==> config.mk <==
export PLATFORM = sky130hd
export DESIGN_NAME = ahb_xcorr_regfile
export DESIGN_NICKNAME = d
export VERILOG_FILES = /design/src/rtl/ahb_xcorr_regfile.sv
export SDC_FILE = /design/constraint.sdc
export NUM_CORES = 1
export LEC_CHECK = 0
export BUFFER_PORTS_ARGS = -buffer_cell sky130_fd_sc_hd__buf_2
export CORE_UTILIZATION = 35
export DETAILED_ROUTE_END_ITERATION = 8
export HOLD_SLACK_MARGIN = 0.12
export SYNTH_ARGS = -nofsm -noshare
export SYNTH_HDL_FRONTEND = slang
export SYNTH_SLANG_ARGS = --single-unit
export TNS_END_PERCENT = 1
==> constraint.sdc <==
create_clock -name hclk -period 2.3 [get_ports hclk]
set_input_delay 0.23 -clock hclk [delete_from_list [all_inputs] [get_ports hclk]]
set_output_delay 0.23 -clock hclk [all_outputs]
set_load 0.02 [all_outputs]
==> src/rtl/ahb_xcorr_regfile.sv <==
// ahb_xcorr_regfile
//   AHB-Lite slave register file for a cross-correlator block.
//   Offsets (haddr[15:0]): 0x0000 CTRL, 0x0004 STATUS (W1C), 0x0008 CFG,
//   0x0100+8i RES_X[i], 0x0104+8i RES_Y[i] (read-only shadows).
// Ports
//   hclk, hresetn           : clock, async active-low reset
//   hsel/hwrite/hready_in   : AHB select, direction, bus ready
//   haddr/htrans/hsize      : AHB address-phase controls (hburst ignored)
//   hwdata                  : write data (sampled at the end of the data phase)
//   res_x/res_y/res_valid   : correlator results, channel i at [32i+31:32i]
//   hreadyout/hresp/hrdata  : AHB response
//   cfg, start, irq         : CFG contents, start pulse, level interrupt
module ahb_xcorr_regfile #(
    parameter int          NUM_CH      = 4,
    parameter logic [3:0]  BASE_NIBBLE = 4'h8,
    parameter int          RD_WAIT     = 0
) (
    input  logic                  hclk,
    input  logic                  hresetn,
    input  logic                  hsel,
    input  logic                  hwrite,
    input  logic                  hready_in,
    input  logic [31:0]           haddr,
    input  logic [1:0]            htrans,
    input  logic [2:0]            hsize,
    input  logic [2:0]            hburst,
    input  logic [31:0]           hwdata,
    input  logic [NUM_CH*32-1:0]  res_x,
    input  logic [NUM_CH*32-1:0]  res_y,
    input  logic                  res_valid,
    output logic                  hreadyout,
    output logic [1:0]            hresp,
    output logic [31:0]           hrdata,
    output logic [31:0]           cfg,
    output logic                  start,
    output logic                  irq
);
    typedef enum logic [2:0] {S_IDLE, S_RDW, S_DATA, S_ERR1, S_ERR2} state_t;

    localparam logic [1:0] WAIT_LAST = (RD_WAIT > 0) ? 2'(RD_WAIT - 1) : 2'd0;
    localparam logic [5:0] NCH       = 6'(NUM_CH);

    state_t      state_q, state_d;
    logic [1:0]  cnt_q, cnt_d;
    logic [15:0] addr_q;
    logic        write_q;
    logic [2:0]  size_q;
    logic        irq_en_q, done_q, ovr_q, start_q;
    logic        done_d, ovr_d;
    logic [31:0] cfg_q;
    logic [31:0] rx_q [NUM_CH];
    logic [31:0] ry_q [NUM_CH];

    logic        open_slot, take, bad, wr_commit, wr_ctrl, wr_stat, wr_cfg;
    logic [31:0] rd_val;
    logic        unused_ok;

    assign unused_ok = ^{hburst, haddr[27:16], htrans[0]};

    function automatic logic is_res(input logic [15:0] off);
        return (off[15:8] == 8'h01) && ({1'b0, off[7:3]} < NCH) && (off[1:0] == 2'b00);
    endfunction

    function automatic logic is_rw(input logic [15:0] off);
        return (off == 16'h0000) || (off == 16'h0004) || (off == 16'h0008);
    endfunction

    // A new address phase can only be taken while the bus is not stalled by us.
    assign open_slot = (state_q == S_IDLE) || (state_q == S_DATA) || (state_q == S_ERR2);
    assign take      = open_slot & hsel & htrans[1] & hready_in & (haddr[31:28] == BASE_NIBBLE);
    assign bad       = (hsize != 3'b010)
                     || !(is_rw(haddr[15:0]) || is_res(haddr[15:0]))
                     || (hwrite && is_res(haddr[15:0]));

    // Only decode-clean writes ever reach S_DATA, so errors never commit.
    assign wr_commit = (state_q == S_DATA) && write_q && (size_q == 3'b010);
    assign wr_ctrl   = wr_commit && (addr_q == 16'h0000);
    assign wr_stat   = wr_commit && (addr_q == 16'h0004);
    assign wr_cfg    = wr_commit && (addr_q == 16'h0008);

    always_comb begin
        state_d = state_q;
        cnt_d   = cnt_q;
        unique case (state_q)
            S_RDW: begin
                if (cnt_q == WAIT_LAST) state_d = S_DATA;
                else                    cnt_d   = cnt_q + 2'd1;
            end
            S_ERR1: state_d = S_ERR2;
            default: begin
                // IDLE / final data cycle: pipelined next transfer starts here
                state_d = S_IDLE;
                if (take) begin
                    cnt_d = 2'd0;
                    if (bad)                          state_d = S_ERR1;
                    else if (!hwrite && RD_WAIT > 0)  state_d = S_RDW;
                    else                              state_d = S_DATA;
                end
            end
        endcase
    end

    // Set wins over a coincident W1C; overrun looks at DONE before this edge.
    always_comb begin
        done_d = (done_q & ~(wr_stat & hwdata[0])) | res_valid;
        ovr_d  = (ovr_q  & ~(wr_stat & hwdata[1])) | (res_valid & done_q);
    end

    always_comb begin
        rd_val = 32'h0;
        if (addr_q == 16'h0000)      rd_val = {30'h0, irq_en_q, 1'b0};
        else if (addr_q == 16'h0004) rd_val = {30'h0, ovr_q, done_q};
        else if (addr_q == 16'h0008) rd_val = cfg_q;
        else begin
            for (int i = 0; i < NUM_CH; i++) begin
                if (addr_q[15:8] == 8'h01 && addr_q[6:3] == 4'(i))
                    rd_val = addr_q[2] ? ry_q[i] : rx_q[i];
            end
        end
    end

    always_ff @(posedge hclk or negedge hresetn) begin
        if (!hresetn) begin
            state_q  <= S_IDLE;
            cnt_q    <= 2'd0;
            addr_q   <= 16'h0;
            write_q  <= 1'b0;
            size_q   <= 3'b0;
            irq_en_q <= 1'b0;
            done_q   <= 1'b0;
            ovr_q    <= 1'b0;
            start_q  <= 1'b0;
            cfg_q    <= 32'h0;
        end else begin
            state_q <= state_d;
            cnt_q   <= cnt_d;
            if (take) begin
                addr_q  <= haddr[15:0];
                write_q <= hwrite;
                size_q  <= hsize;
            end
            if (wr_ctrl) irq_en_q <= hwdata[1];
            if (wr_cfg)  cfg_q    <= hwdata;
            start_q <= wr_ctrl & hwdata[0];
            done_q  <= done_d;
            ovr_q   <= ovr_d;
        end
    end

    always_ff @(posedge hclk or negedge hresetn) begin
        if (!hresetn) begin
            for (int i = 0; i < NUM_CH; i++) begin
                rx_q[i] <= 32'h0;
                ry_q[i] <= 32'h0;
            end
        end else if (res_valid) begin
            for (int i = 0; i < NUM_CH; i++) begin
                rx_q[i] <= res_x[32*i +: 32];
                ry_q[i] <= res_y[32*i +: 32];
            end
        end
    end

    assign hreadyout = !((state_q == S_RDW) || (state_q == S_ERR1));
    assign hresp     = ((state_q == S_ERR1) || (state_q == S_ERR2)) ? 2'b01 : 2'b00;
    assign hrdata    = ((state_q == S_DATA) && !write_q) ? rd_val : 32'h0;
    assign cfg       = cfg_q;
    assign start     = start_q;
    assign irq       = irq_en_q & done_q;
endmodule

### After elaboration in Yosys (flattened, before gate mapping)

Cells that the tools add are included.

| storage, ports and cells | value |
|---|---|
| output and inout port bits | 69 |
| RAM bits | 0 |
| memory bits (read-only) | 0 |
| logic and storage cells | 107 |
| memories kept | 0 |
| bits in latches | 0 |
| bits in registers | 317 |
| input port bits | 334 |

| cells by class | value |
|---|---|
| $add $sub $neg | 1 |
| shift-type cells | 0 |
| bitwise gates (word level) | 16 |
| magnitude comparators | 1 |
| div/mod/pow operators | 0 |
| multipliers | 0 |
| equality and inequality tests | 18 |
| mux-type cells | 20 |
| reduce and logical (&&, ||, !) cells | 33 |

Operator list:

| operator | count |
|---|---|
| $mux 32 | 12 |
| $eq 16x3->1 const B | 2 |
| $eq 16x4->1 const B | 2 |
| $logic_not 16->1 | 2 |
| $eq 8x1->1 const B | 2 |
| $logic_and 1x1->1 | 13 |
| $and 1x1->1 | 11 |
| $eq 3x2->1 const B | 3 |
| $logic_or 1x1->1 | 9 |
| $eq 4x2->1 const B | 2 |
| $mux 2 | 3 |
| $pmux 3 s2 | 1 |
| $lt 5x3->1 const B | 1 |
| $eq 4x1->1 const B | 1 |
| $eq 4x4->1 const B | 1 |
| $logic_not 2->1 | 2 |
| $logic_not 4->1 | 1 |
| $ne 2x2->1 const B | 2 |
| $pmux 2 s2 | 1 |
| $eq 3x1->1 const B | 1 |
| $eq 3x3->1 const B | 1 |
| $logic_not 1->1 | 3 |
| $logic_not 3->1 | 1 |
| $mux 3 | 1 |
| other kinds (7) | 11 |

### Longest topological paths before layout

Gate-level depths: netlist (run 1).

| logic depth | value |
|---|---|
| depth in word-level cells | 10 |
| depth in mapped cells | 7 |
| gate-level depth less buffers | 5 |

### Least setup slack after synthesis (run 1)

Ideal clock, no wire load.

| path | value |
|---|---|
| path kind | register to output |
| from | register addr_q[15] |
| to | output port hrdata[0] |
| data required time | 2070 ps |
| path buffers | 0 |
| setup slack | 296 ps |
| cell stages (with the launch flop) | 5 |
| data arrival time | 1774 ps |
| path through | dfrtp_1 -> nor4_4 -> nand4_2 -> or4_1 -> a31oi_1 |

| between the ends | value |
|---|---|
| cells in the longest elaborated chain, start to end | 10 |
| elaborated cells between the ends (all ways) | 16 |
| those cells by class | eq/ne (3); mux (8); reduce/logical (5) |

Ends and longest elaborated chain:

| element | RTL line | text |
|---|---|---|
| start: declaration | 45 | `logic [15:0] addr_q;` |
| start signal: assignment | 138 | `addr_q <= haddr[15:0];` |
| $eq 8x1->1 | 116 | `if (addr_q[15:8] == 8'h01 && addr_q[6:3] == 4'(i))` |
| $logic_and 1x1->1 | 116 |  |
| $mux 32 (4 in a row) | 116 |  |
| $mux 32 | 113 | `else if (addr_q == 16'h0008) rd_val = cfg_q;` |
| $mux 32 | 112 | `else if (addr_q == 16'h0004) rd_val = {30'h0, ovr_q, done_q};` |
| $mux 32 * | 111 | `if (addr_q == 16'h0000) rd_val = {30'h0, irq_en_q, 1'b0};` |
| $mux 32 * | 166 | `assign hrdata = ((state_q == S_DATA) && !write_q) ? rd_val : 32'h0;` |
| end: declaration | 33 | `output logic [31:0] hrdata,` |

Every way passes the cells marked *; elsewhere a longest branch is shown, timed or not.

### Final worst setup path (run 1)

| path | value |
|---|---|
| from | register addr_q[3] |
| to | output port hrdata[17] |

| between the ends | value |
|---|---|
| cells in the longest elaborated chain, start to end | 10 |
| elaborated cells between the ends (all ways) | 19 |
| those cells by class | eq/ne (5); mux (8); reduce/logical (6) |

Ends and longest elaborated chain:

| element | RTL line |
|---|---|
| $logic_not 4->1 | 116 |
| $logic_and 1x1->1 | 116 |
| $mux 32 (4 in a row) | 116 |
| $mux 32 | 113 |
| $mux 32 | 112 |
| $mux 32 * | 111 |
| $mux 32 * | 166 |

Marked as above.

==> summary.md, run 1 <==
| Metric | Value |
|---|---|
| Nets@finish | `2139` |
| RSZ-0062 raised after global routing | `yes` |
| Largest net degree at the start of global routing | `63` |
| Synth Flop Type | `dfrtp_1` |
| Syn_area_per_cell | `13.6 sq um` |
| Outcome | `complete, but fails checks` |
| Slew Limit Fails | `0` |
| Tcrit/Tclk final | `1.14` |
| Critical path class | `reg -> out` |
| Critical Path Fanout Max | `8` |
| Pwr/cell area | `699 nW/um^2` |
| Area of the die | `approximately 42000 sq um` |
| Slowest stage cell on the critical path | `dfrtp_4` |
| Via count | `between 10000 and 15000` |
| Row count | `74` |
| RR Endpoint | `cfg[10]` |
| Cell area after synthesis | `14500 sq um` |
| Area post-placement | `between 15000 and 20000 sq um` |
| Most common cell after layout, fill and taps aside | `buf_2` |
| Yosys warning count | `0` |
| Core Region | `roughly 40000 sq um` |
| Worst path depth | `8` |
| Die Ht | `205 microns` |
| Num CTS Buffers | `38` |
| CTS Buffer Depth | `3` |
| Slew HR | `0.543` |
| Crit path top cell by count | `buf_4` |
| Total gr overflow | `0` |
| Yosys cell types | `44` |
| CP Capture Type | `output pin` |
| Slowest stage delay, CP | `a little over 0.5 ns` |
| Max Cap Viol | `0` |
| DRT Pass-1 Iters | `5` |
| WP data required | `between 2 and 2.5 ns` |
| Final WS setup | `-0.327 ns` |
| Most frequent cells in the layout | `351 x buf_2, 314 x dfrtp_1, 309 x dlygate4sd3_1` |
| Fin. Hold Viols | `0` |
| Critical Path Start | `addr_q[3]` |
| Share of layout cells above drive strength 1 | `0.525` |
| Cell family with most CP delay | `buffers and inverters` |
| Final setup vio count | `32` |
| Root buf cell | `clkbuf_16` |
| Port buffer count | `slightly below 400` |
| Post-route minimum period | `about 2.6 ns` |
| Antenna-violating nets left | `0` |
| Reg2reg start | `addr_q[10]` |
| Worst skew pair latency | `approximately 0.55 ns` |
| Clock Sink Count | `317` |
| Critical path cell sequence | `buf_8 -> buf_16 -> mux2i_2 -> a22oi_1 -> buf_4 -> nand3_1 -> a21oi_1 -> buf_4` |
| Leak | `just over 10 nW` |
| Worst path bufs/invs | `4` |
| Sequential-to-total area share from yosys stat | `0.547` |
| GPL Wtd Cong | `0.906` |
| Number of H-tree levels | `2` |
| Worst Path Arrival | `2.40 ns` |
| Number of synthesized flops with an enable pin | `0` |
| Gr usage total | `0.255` |
| Syn Inst Count | `1062` |
| Detailed placer's ending HPWL | `34.5 mm` |
| Final Core Density | `0.566` |
| Hold Path Cell Cnt | `3` |
| Antenna violations before repair | `2` |
| Drt wl/cell | `22.9 microns` |
| Syn nets | `1397` |
| R2R depth | `6` |
| Via-per-instance ratio | `5.10` |
| Maximum VDD drop | `0.537 mV` |
| Residual DRC count | `0` |
| Post-Layout Inst Area | `23100 sq um` |
| Die X | `205 microns` |
| FF+latch count, synth | `317` |
| FF-to-FF setup slack | `0.16 ns` |
| Asr flop ratio synth | `1.00` |
| Setup Skew | `0.0140 ns` |
| DRT iter0 DRCs | `514` |
| DRT Wirelength | `54.0 mm` |
| Vias in the first global route | `around 13000` |
| Hold Crit Class | `in -> reg` |
| Initial core utilization | `0.355` |
| CTS tree | `done` |
| Setup crit end | `hrdata[17]` |
| CP startpoint kind | `flip-flop` |
| Clock slew at reported path FFs | `0.06 ns` |
| Least-Margin Pin Slew | `0.683 ns` |
| Global-route wire length before repair | `approximately 80 mm` |
| Top Ports | `403` |
| Fmax | `381 MHz` |
| Violated checks | `negative setup slack` |
| Syn-to-layout area delta | `59.5%` |
==> area by class of cell <==
| class | instances | area [sq um] |
|---|---|---|
| fillers | 3273 | 17700 |
| well taps | 532 | 666 |
| clock inverters | 8 | 144 |
| flip-flops and latches | 317 | 7940 |
| inverters | 5 | 18.8 |
| diodes | 1 | 2.50 |
| multi-input cells | 665 | 6920 |
| repair buffers | 777 | 6320 |
| clock buffers | 54 | 1100 |
==> registers in the layout, summed over array words and instances, names as in the netlist <==
signal / cells
state_q: 3
cnt_q: 2
addr_q: 16
size_q: 3
start: 1
irq_en_q: 1
cfg: 32
write_q: 1
ovr_q: 1
rx_q: 128
ry_q: 128
done_q: 1
==> through the flow <==
stage / worst slack (ns) / total power [mW] / setup TNS [ns] / std cells / hold WS [ns]
detailed placement: -0.0688 / 8.98 / -0.132 / 1957 / 0.225
global placement: -0.0971 / 8.93 / -0.240 / 1957 / 0.228
global route: -0.393 / 16.8 / -10.48 / 2358 / 0.189
CTS: -0.320 / 16.2 / -8.96 / 2355 / 0.143
finish: -0.327 / 16.2 / -8.06 / 2359 / 0.168
floorplan: 0.296 / 7.75 / 0 / 1062 / -0.0656
==> power by group <==
part           switching [mW]  total [mW]  internal (mW)  leakage (nW)
Sequential              0.337        6.42           6.08          3.82
Combinational            1.68        3.64           1.96          5.62
Clock                    2.35        6.11           3.76         0.613
Total                    4.37        16.2           11.8          10.1
==> timing repair <==
| item | CTS | global route |
|---|---|---|
| setup buffers | 14 | 5 |
| gates cloned | 15 | 0 |
| pin swaps | 55 | 21 |
| hold buffers | 309 | 0 |
| hold endpoints to repair | 516 | 0 |
| endpoints found under the setup margin | 32 | 32 |
| resized for setup | 165 | 48 |
==> kinds of logic (layout without fill, tap and decap cells) <==
family	Yosys count	after routing	share of synthesized area
muxes	437	437	0.329
DFF	317	317	0.547
and+or+nand+nor	113	117	0.0441
AOI/OAI and AO/OA	109	109	0.0504
buffers and inverters	84	844	0.0277
adders and majority gates	1	1	0.000863
other	1	2	0.000259
==> metal layers <==
layer | global-route usage | routed length, microns | vias to the layer above
met5 | 0 | 30 | -
met4 | 0.0921 | 1510 | 4
met3 | 0.0497 | 2990 | 94
met2 | 0.412 | 25700 | 413
met1 | 0.339 | 23800 | 6119
li1 | - | - | 5406
==> worst reg2reg max path, stage by stage (launching register included) <==
cell and delay, ns:
dfrtp_1 0.41, nor4_4 0.36, nand4_2 0.16, buf_4 0.18
nor3_4 0.23, buf_12 0.28, mux2_2 0.39
==> how the worst min path moves through the flow <==
stage                    from         to  slack, ns
global route        res_valid     done_q       0.19
CTS                 res_valid     done_q       0.14
global placement      hresetn   ry_q[72]       0.23
floorplan             hresetn  addr_q[0]      -0.07
detailed placement    hresetn   ry_q[72]       0.23
finish              res_valid     done_q       0.17
==> synthesized netlist by cell type (5+ instances only) <==
cell type | instances | area [sq um]
clkbuf_1 | 28 | 105
mux2_1 | 8 | 90.1
nor3_1 | 5 | 25.0
nand2_1 | 7 | 26.3
mux2_2 | 301 | 3390
nor2_1 | 10 | 37.5
inv_1 | 5 | 18.8
nand3_1 | 64 | 320
buf_2 | 45 | 225
dfrtp_1 | 317 | 7930
mux2i_1 | 127 | 1270
a22oi_1 | 63 | 473
a21oi_1 | 34 | 170
Power figures use the tool's default switching activity.
==> inputs of run 2 (changes only) <==
--- a/config.mk
+++ b/config.mk
@@ -5,6 +5,7 @@
 export SDC_FILE = /design/constraint.sdc
 export NUM_CORES = 1
 export LEC_CHECK = 0
+export ABC_AREA = 1
 export BUFFER_PORTS_ARGS = -buffer_cell sky130_fd_sc_hd__buf_2
 export CORE_UTILIZATION = 35
 export DETAILED_ROUTE_END_ITERATION = 8
==> run 2 against run 1 <==
- the flow still finishes with violations (negative setup slack)
- first-iteration DRC count grew to 2.8 times the previous value
- clock-buffer cell count rose by 4
- maximum frequency is 3.9% lower
- worst hold slack lost 0.0013 ns
- non-clock buffer count rose by 19
==> summary.md, run 2 <==
| Metric | Value |
|---|---|
| Clock Sink Count | `317 (unchanged)` |
| Fin. Hold Viols | `0 (unchanged)` |
| Die Ht | `212 microns (+2.9%)` |
| Most frequent cells in the layout | `791 x nand2_1, 354 x dlygate4sd3_1, 352 x buf_2` |
| DRT Wirelength | `59.9 mm (+11%)` |
| Setup Skew | `0.00847 ns (-0.00552 ns)` |
| Syn Inst Count | `1954 (+84%)` |
| WL met3 | `3.12 mm (+4.5%)` |
| Hold Crit Class | `in -> async` |
| Root buf cell | `clkbuf_16` |
| DRT Pass-1 Iters | `6 (+1)` |
| Final WS setup | `-0.433 ns (-0.106 ns)` |
| Slew Limit Fails | `0 (unchanged)` |
| Length of routed met2 wiring | `28.6 mm (+11%)` |
| Drt wl/cell | `18.2 microns (-20%)` |
| Outcome | `complete, but fails checks` |
| Slew HR | `0.584 (+0.0406)` |
| Most common cell after layout, fill and taps aside | `nand2_1` |
| Reg2reg start | `addr_q[2]` |
| Worst Path Arrival | `2.50 ns (+0.10 ns)` |
| Leak | `11.5 nW (+14%)` |
| Post-route minimum period | `2.73 ns (+0.106 ns)` |
| FF-to-FF setup slack | `0.36 ns (+0.20 ns)` |
| Total gr overflow | `0 (unchanged)` |
| GPL Wtd Cong | `0.917 (+1.2%)` |
| Max Cap Viol | `0 (unchanged)` |
| Die X | `212 microns (+2.9%)` |
| Sequential-to-total area share from yosys stat | `0.516 (-0.0309)` |
| Tcrit/Tclk final | `1.19 (+0.0459)` |
| Nets@finish | `3001 (+40%)` |
| Critical path class | `reg -> out` |
| CP startpoint kind | `flip-flop` |
| Yosys warning count | `0 (unchanged)` |
| Vias in the first global route | `16496 (+28%)` |
| CTS tree | `done` |
| Post-synth top area cell | `dfrtp_1` |
| Detailed placer's ending HPWL | `38.3 mm (+11%)` |
| Share of layout cells above drive strength 1 | `0.228 (-0.297)` |
| Gr usage total | `0.270 (+0.0147)` |
| Final Core Density | `0.541 (-0.0249)` |
| Via-per-instance ratio | `4.88 (-4.4%)` |
| Antenna-violating nets left | `0 (unchanged)` |
| RSZ-0062 raised after global routing | `yes` |
| Port buffer count | `385 (unchanged)` |
| Register area | `7940 sq um (about the same)` |
| CP Capture Type | `output pin` |
| Via count | `16027 (+33%)` |
| Number of fill cells | `3895 (+19%)` |
| Syn nets | `2289 (+64%)` |
| Global-route wire length before repair | `92.5 mm (+17%)` |
| Largest net degree at the start of global routing | `147 (+130%)` |
| Num CTS Buffers | `39 (+2.6%)` |
| Number of synthesized flops with an enable pin | `0 (unchanged)` |
| R2R depth | `10 (+4)` |
| Most common cell in the netlist | `nand2_1` |
| RR Endpoint | `cfg[28]` |
| Asr flop ratio synth | `1.00 (unchanged)` |
| Antenna violations before repair | `2 (unchanged)` |
| Cell area after synthesis | `15400 sq um (+6.0%)` |
| FF+latch count, synth | `317 (unchanged)` |
| Core Region | `43200 sq um (+5.7%)` |
| Syn_area_per_cell | `7.86 sq um (-42%)` |
| Critical Path Fanout Max | `30 (+22)` |
| Yosys cell types | `37 (-16%)` |
| Multi-input logic area | `6310 sq um (-8.8%)` |
| Number of H-tree levels | `2 (unchanged)` |
| Row count | `76 (+2.7%)` |
| CTS Buffer Depth | `3 (unchanged)` |
| WL met1 | `25.5 mm (+7.4%)` |
| Pwr/cell area | `640 nW/um^2 (-8.5%)` |
| Top Ports | `403 (unchanged)` |
| Top post-synthesis cells by area | `dfrtp_1 52%, nand2_1 20%, o21ai_0 7.8%` |
| Worst skew pair latency | `0.55 ns (about the same)` |
| Residual DRC count | `0 (unchanged)` |
| Maximum VDD drop | `0.579 mV (+7.8%)` |
| Syn-to-layout area delta | `52.1%` |
| DR top layer | `met4` |
| Violated checks | `negative setup slack` |
| Most frequent cells after synthesis | `806 x nand2_1, 317 x dfrtp_1, 239 x o21ai_0, 167 x inv_1, 69 x o211ai_1` |
| Initial core utilization | `0.356 (+0.000876)` |
| Synth Flop Type | `dfrtp_1` |
| TNS Setup | `-10.62 ns (-2.55 ns)` |
| DRT iter0 DRCs | `1433 (+180%)` |
| Area of the die | `44700 sq um (+5.9%)` |
| Area share of the largest cell type after synthesis | `0.516 (-0.0309)` |
| Fmax | `366 MHz (-3.9%)` |
| WP data required | `2.07 ns (about the same)` |
| Least-Margin Pin Slew | `0.624 ns (-0.0595 ns)` |
| Clock slew at reported path FFs | `0.06 ns (about the same)` |
| Final setup vio count | `32 (unchanged)` |
-- run 2: cell types whose count changed after synthesis, sizes merged, moves of 63 or more --
cell    delta
inv      +173
nand2    +806
o21ai    +237
o211ai    +76
mux2i    -127
mux2     -300
a22oi     -63
-- run 2: final cells by class --
cell class              instances  share of cell area
well taps                     585              0.0313
diodes                          6            0.000643
inverters                     178              0.0292
repair buffers                796               0.273
multi-input cells            1334               0.270
clock buffers                  58              0.0509
clock inverters                11             0.00471
flip-flops and latches        317               0.340
-- run 2: report_power, final --
| group | leakage [nW] | internal (mW) | switching [mW] |
|---|---|---|---|
| clock network | 0.641 | 3.79 | 2.45 |
| registers | 3.74 | 6.04 | 0.212 |
| logic | 7.09 | 1.10 | 1.37 |
-- run 2: critical path, cell delays in order (launching register included) --
cell and delay, ns:
dfrtp_1 0.38, nor2_1 0.14, nand2_2 0.13, nor2_8 0.17, nand2_2 0.08, buf_12 0.17
o211ai_1 0.36, nand2_1 0.18, a21oi_2 0.16, buf_4 0.15
-- run 2: how the worst max path moves through the flow --
stage,startpoint,to,cells after the start
after floorplan,addr_q[15],hrdata[11],10
after CTS,addr_q[15],hrdata[15],11
after detailed placement,addr_q[15],hrdata[28],10
after global routing,addr_q[11],hrdata[15],11
after global placement,addr_q[15],hrdata[28],10
final,addr_q[15],hrdata[18],9
-- run 2: logic make-up (layout without fill, tap and decap cells) --
kind of cell	Yosys count	count (layout)	share of synthesized area
and+or+nand+nor	935	935	0.241
AOI/OAI and AO/OA	388	388	0.153
DFF	317	317	0.516
buffers and inverters	303	1043	0.0823
muxes	9	9	0.00660
adders and majority gates	1	1	0.000814
other	1	7	0.000244
-- run 2: metrics by stage --
step / power [mW] / cell area (sq um) / cells / setup WS [ns] / hold WS (ns)
floorplan: 7.31 / 15400 / 1954 / 0.455 / -0.0656
global placement: 8.18 / 18100 / 2851 / -0.0960 / 0.146
detailed placement: 8.23 / 18100 / 2851 / -0.111 / 0.149
CTS: 15.1 / 23300 / 3279 / -0.458 / 0.129
global route: 15.6 / 23300 / 3281 / -0.541 / 0.172
finish: 15.0 / 23400 / 3285 / -0.433 / 0.167
-- run 2: what timing repair did --
item / CTS / global route
hold endpoints to repair: 630 / 0
cloned: 3 / 0
pin swaps: 24 / 12
buffers inserted: 2 / 0
gates resized for setup: 95 / 11
hold buffers: 354 / 0
endpoints found under the setup margin: 32 / 32
-- run 2: layer usage --
metal | global-route usage | up-vias
met5 | 0 | -
met4 | 0.130 | 0
met3 | 0.0371 | 152
met2 | 0.445 | 611
met1 | 0.348 | 7637
li1 | - | 7627
==> inputs of run 3 (changes only) <==
==> constraint.sdc (replaced) <==
create_clock -name hclk -period 3.3 [get_ports hclk]
set_input_delay 0.33 -clock hclk [delete_from_list [all_inputs] [get_ports hclk]]
set_output_delay 0.33 -clock hclk [all_outputs]
set_load 0.02 [all_outputs]
==> run 3 against run 2 <==
- the flow now finishes without violations
- register-to-register slack improved by 0.40 ns
- sequential share of layout area rose by 1.8 points
- non-clock buffer count fell by 74
- cell area fell by 5.1%
- combinational power fell by 37%
- total power fell by 32%
- cell count fell by 2.4%
- critical path depth did not move
- core utilization fell by 2.7 points
- setup slack improved by 0.49 ns
- first-iteration DRC count fell by 9.6%
- highest routed layer unchanged
==> summary.md, run 3 (same netlist as run 2, synthesis figures left out) <==
| Metric | Value |
|---|---|
| Clock slew at reported path FFs | `0.06 ns (about the same)` |
| Global-route wire length before repair | `86.1 mm (-6.9%)` |
| Number of H-tree levels | `2 (unchanged)` |
| Cell Count, Final, Fillers Out | `3205 (-2.4%)` |
| RR Endpoint | `cfg[15]` |
| Reg power frac | `0.428 (+0.010)` |
| Worst skew pair latency | `0.54 ns (about the same)` |
| Die Ht | `212 microns (unchanged)` |
| Nets@finish | `2928 (-2.4%)` |
| Final setup vio count | `0 (-100%)` |
| Least-Margin Pin Slew | `0.769 ns (+0.145 ns)` |
| Comb power frac | `0.153 (-0.012)` |
| Hold Crit Class | `in -> reg` |
| WP data required | `2.97 ns (+0.90 ns)` |
| Grt met3 use | `0.0438 (+0.00668)` |
| Cell Int Power | `7.47 mW (-32%)` |
| Detailed placer's ending HPWL | `37.3 mm (-2.4%)` |
| Clock Sink Count | `317 (unchanged)` |
| Outcome | `completed` |
| Critical Path Start | `addr_q[5]` |
| Fin. Hold Viols | `0 (unchanged)` |
| Register area | `7940 sq um (unchanged)` |
| CTS tree | `done` |
| Slew Limit Fails | `0 (unchanged)` |
| R2R depth | `8 (-2)` |
| Tcrit/Tclk final | `0.983` |
| Via-per-instance ratio | `4.89 (+0.19%)` |
| Via count | `15667 (-2.2%)` |
| Setup Skew | `0.0141 ns (+0.00566 ns)` |
| Clk pwr share | `0.419 (about the same)` |
| Met1 usage | `0.320 (-0.0285)` |
| Leak | `11.0 nW (-3.8%)` |
| Busiest grt layer | `met2` |
| CP startpoint kind | `flip-flop` |
| CP Capture Type | `output pin` |
| Multi-input logic area | `6210 sq um (-1.6%)` |
| Psw | `2.70 mW (-33%)` |
| Antenna-violating nets left | `0 (unchanged)` |
| Number of fill cells | `4019 (+3.2%)` |
| Grt met2 use | `0.416 (-0.0294)` |
| Row count | `76 (unchanged)` |
| CTS Buffer Depth | `3 (unchanged)` |
| GPL Wtd Cong | `0.870 (-5.2%)` |
| Placed cells | `2826 (-0.88%)` |
| Most frequent cells in the layout | `803 x nand2_1, 383 x buf_2, 316 x dfrtp_1` |
| Maximum VDD drop | `0.289 mV (-50%)` |
| Worst Path Arrival | `2.91 ns (+0.41 ns)` |
| Max Cap Viol | `0 (unchanged)` |
| Gr usage total | `0.252 (-0.0180)` |
| Die X | `212 microns (unchanged)` |
| TNS Setup | `0 ns (+10.62 ns)` |
| DRT Pass-1 Iters | `5 (-1)` |
| Residual DRC count | `0 (unchanged)` |
| Share of layout cells above drive strength 1 | `0.214 (-0.0144)` |
| Vias in the first global route | `15662 (-5.1%)` |
| Drt wl/cell | `17.9 microns (-1.8%)` |
| Largest net degree at the start of global routing | `124 (-16%)` |
| RSZ-0062 raised after global routing | `yes` |
| DRT Wirelength | `57.4 mm (-4.2%)` |
| Most common cell after layout, fill and taps aside | `nand2_1` |
| Num CTS Buffers | `38 (-2.6%)` |
| Reg2reg start | `addr_q[2]` |
| Setup crit end | `hrdata[3]` |
| FF-to-FF setup slack | `0.76 ns (+0.40 ns)` |
| Root buf cell | `clkbuf_16` |
| Sw frac | `0.266 (-0.00368)` |
| Pwr/cell area | `459 nW/um^2 (-28%)` |
| Total gr overflow | `0 (unchanged)` |
| Critical path class | `reg -> out` |
| Fmax | `a little over 300 MHz` |
| Antenna violations before repair | `2 (unchanged)` |
| Top Ports | `403 (unchanged)` |
| Slew HR | `0.485 (-0.0988)` |
| Area of the die | `44700 sq um (unchanged)` |
| Initial core utilization | `0.356 (unchanged)` |
| Syn-to-layout area delta | `44.3%` |
| DRT iter0 DRCs | `1295 (-9.6%)` |
| Port buffer count | `385 (unchanged)` |
| Core Region | `43200 sq um (unchanged)` |
| Critical Path Fanout Max | `23 (-23%)` |
| Post-route minimum period | `around 3.2 ns` |
==> run 3: changes by cell type in the layout (fill, tap and decap cells not counted), moves of 5 or more <==
| cell | delta |
|---|---|
| o21ai_0 | +18 |
| nand2_2 | -13 |
| buf_2 | +31 |
| a21oi_1 | +6 |
| o21ai_1 | -17 |
| dlygate4sd3_1 | -45 |
| o31ai_4 | -5 |
| nand2_1 | +12 |
| buf_4 | -32 |
| buf_12 | -15 |
| buf_6 | -11 |
| a21oi_2 | -6 |
==> run 3: layer usage <==
metal  vias up  part of all wire  wire [microns]
li1       7457                 -               -
met1      7450              0.42           24100
met2       620              0.48           27300
met3       140             0.062            3580
met4         0             0.042            2430
met5         -                 0               0
==> run 3: stage by stage <==
stage	hold slack [ns]	worst slack, ns	total power [mW]	area, sq um	util
6_report	0.289	0.0576	10.2	22200	0.514
2_1_floorplan	0.0344	1.35	5.09	15400	-
3_3_place_gp	0.407	0.623	5.63	17700	0.411
4_1_cts	0.283	0.00386	10.3	22100	0.512
5_1_grt	0.312	0.00227	10.6	22200	0.514
3_5_place_dp	0.417	0.608	5.66	17700	0.411
==> run 3: worst min path at each step <==
stage               startpoint   endpoint  slack (ns)  depth (start not counted)
floorplan              hresetn  addr_q[0]        0.03                          0
global placement       hresetn   ry_q[55]        0.41                          1
detailed placement     hresetn   ry_q[55]        0.42                          1
CTS                  res_valid  ry_q[104]        0.28                          3
global route         res_valid  ry_q[105]        0.31                          3
finish               res_valid   rx_q[73]        0.29                          3
==> run 3: layout make-up <==
| type | instances | share of cell area |
|---|---|---|
| flip-flops and latches | 317 | 0.358 |
| clock buffers | 55 | 0.0508 |
| well taps | 585 | 0.0330 |
| inverters | 178 | 0.0308 |
| clock inverters | 10 | 0.00581 |
| repair buffers | 722 | 0.241 |
| diodes | 2 | 0.000226 |
| multi-input cells | 1336 | 0.280 |
==> run 3: critical path: stages, from the launching register on <==
cell      delay, ns
dfrtp_1        0.36
inv_1          0.12
nand3_2        0.29
nor2_4         0.23
nand2_4        0.21
buf_4          0.25
o211ai_1       0.38
nand2_1        0.16
a21oi_2        0.18
buf_2          0.18
==> run 3: power groups by stage <==
stage | Combinational (mW) | Clock [mW] | Sequential [mW]
4_1_cts | 1.53 | 4.36 | 4.36
3_3_place_gp | 1.21 | 0 | 4.42
5_1_grt | 1.75 | 4.50 | 4.39
6_report | 1.56 | 4.26 | 4.36
3_5_place_dp | 1.24 | 0 | 4.43
2_1_floorplan | 0.723 | 0 | 4.37
==> run 3: what timing repair did <==
| item | CTS | global route |
|---|---|---|
| setup buffers | 0 | 1 |
| endpoints found under the setup margin | 0 | 29 |
| endpoints found under the hold margin | 396 | 0 |
| hold buffers | 309 | 0 |
| gates resized for setup | 0 | 8 |
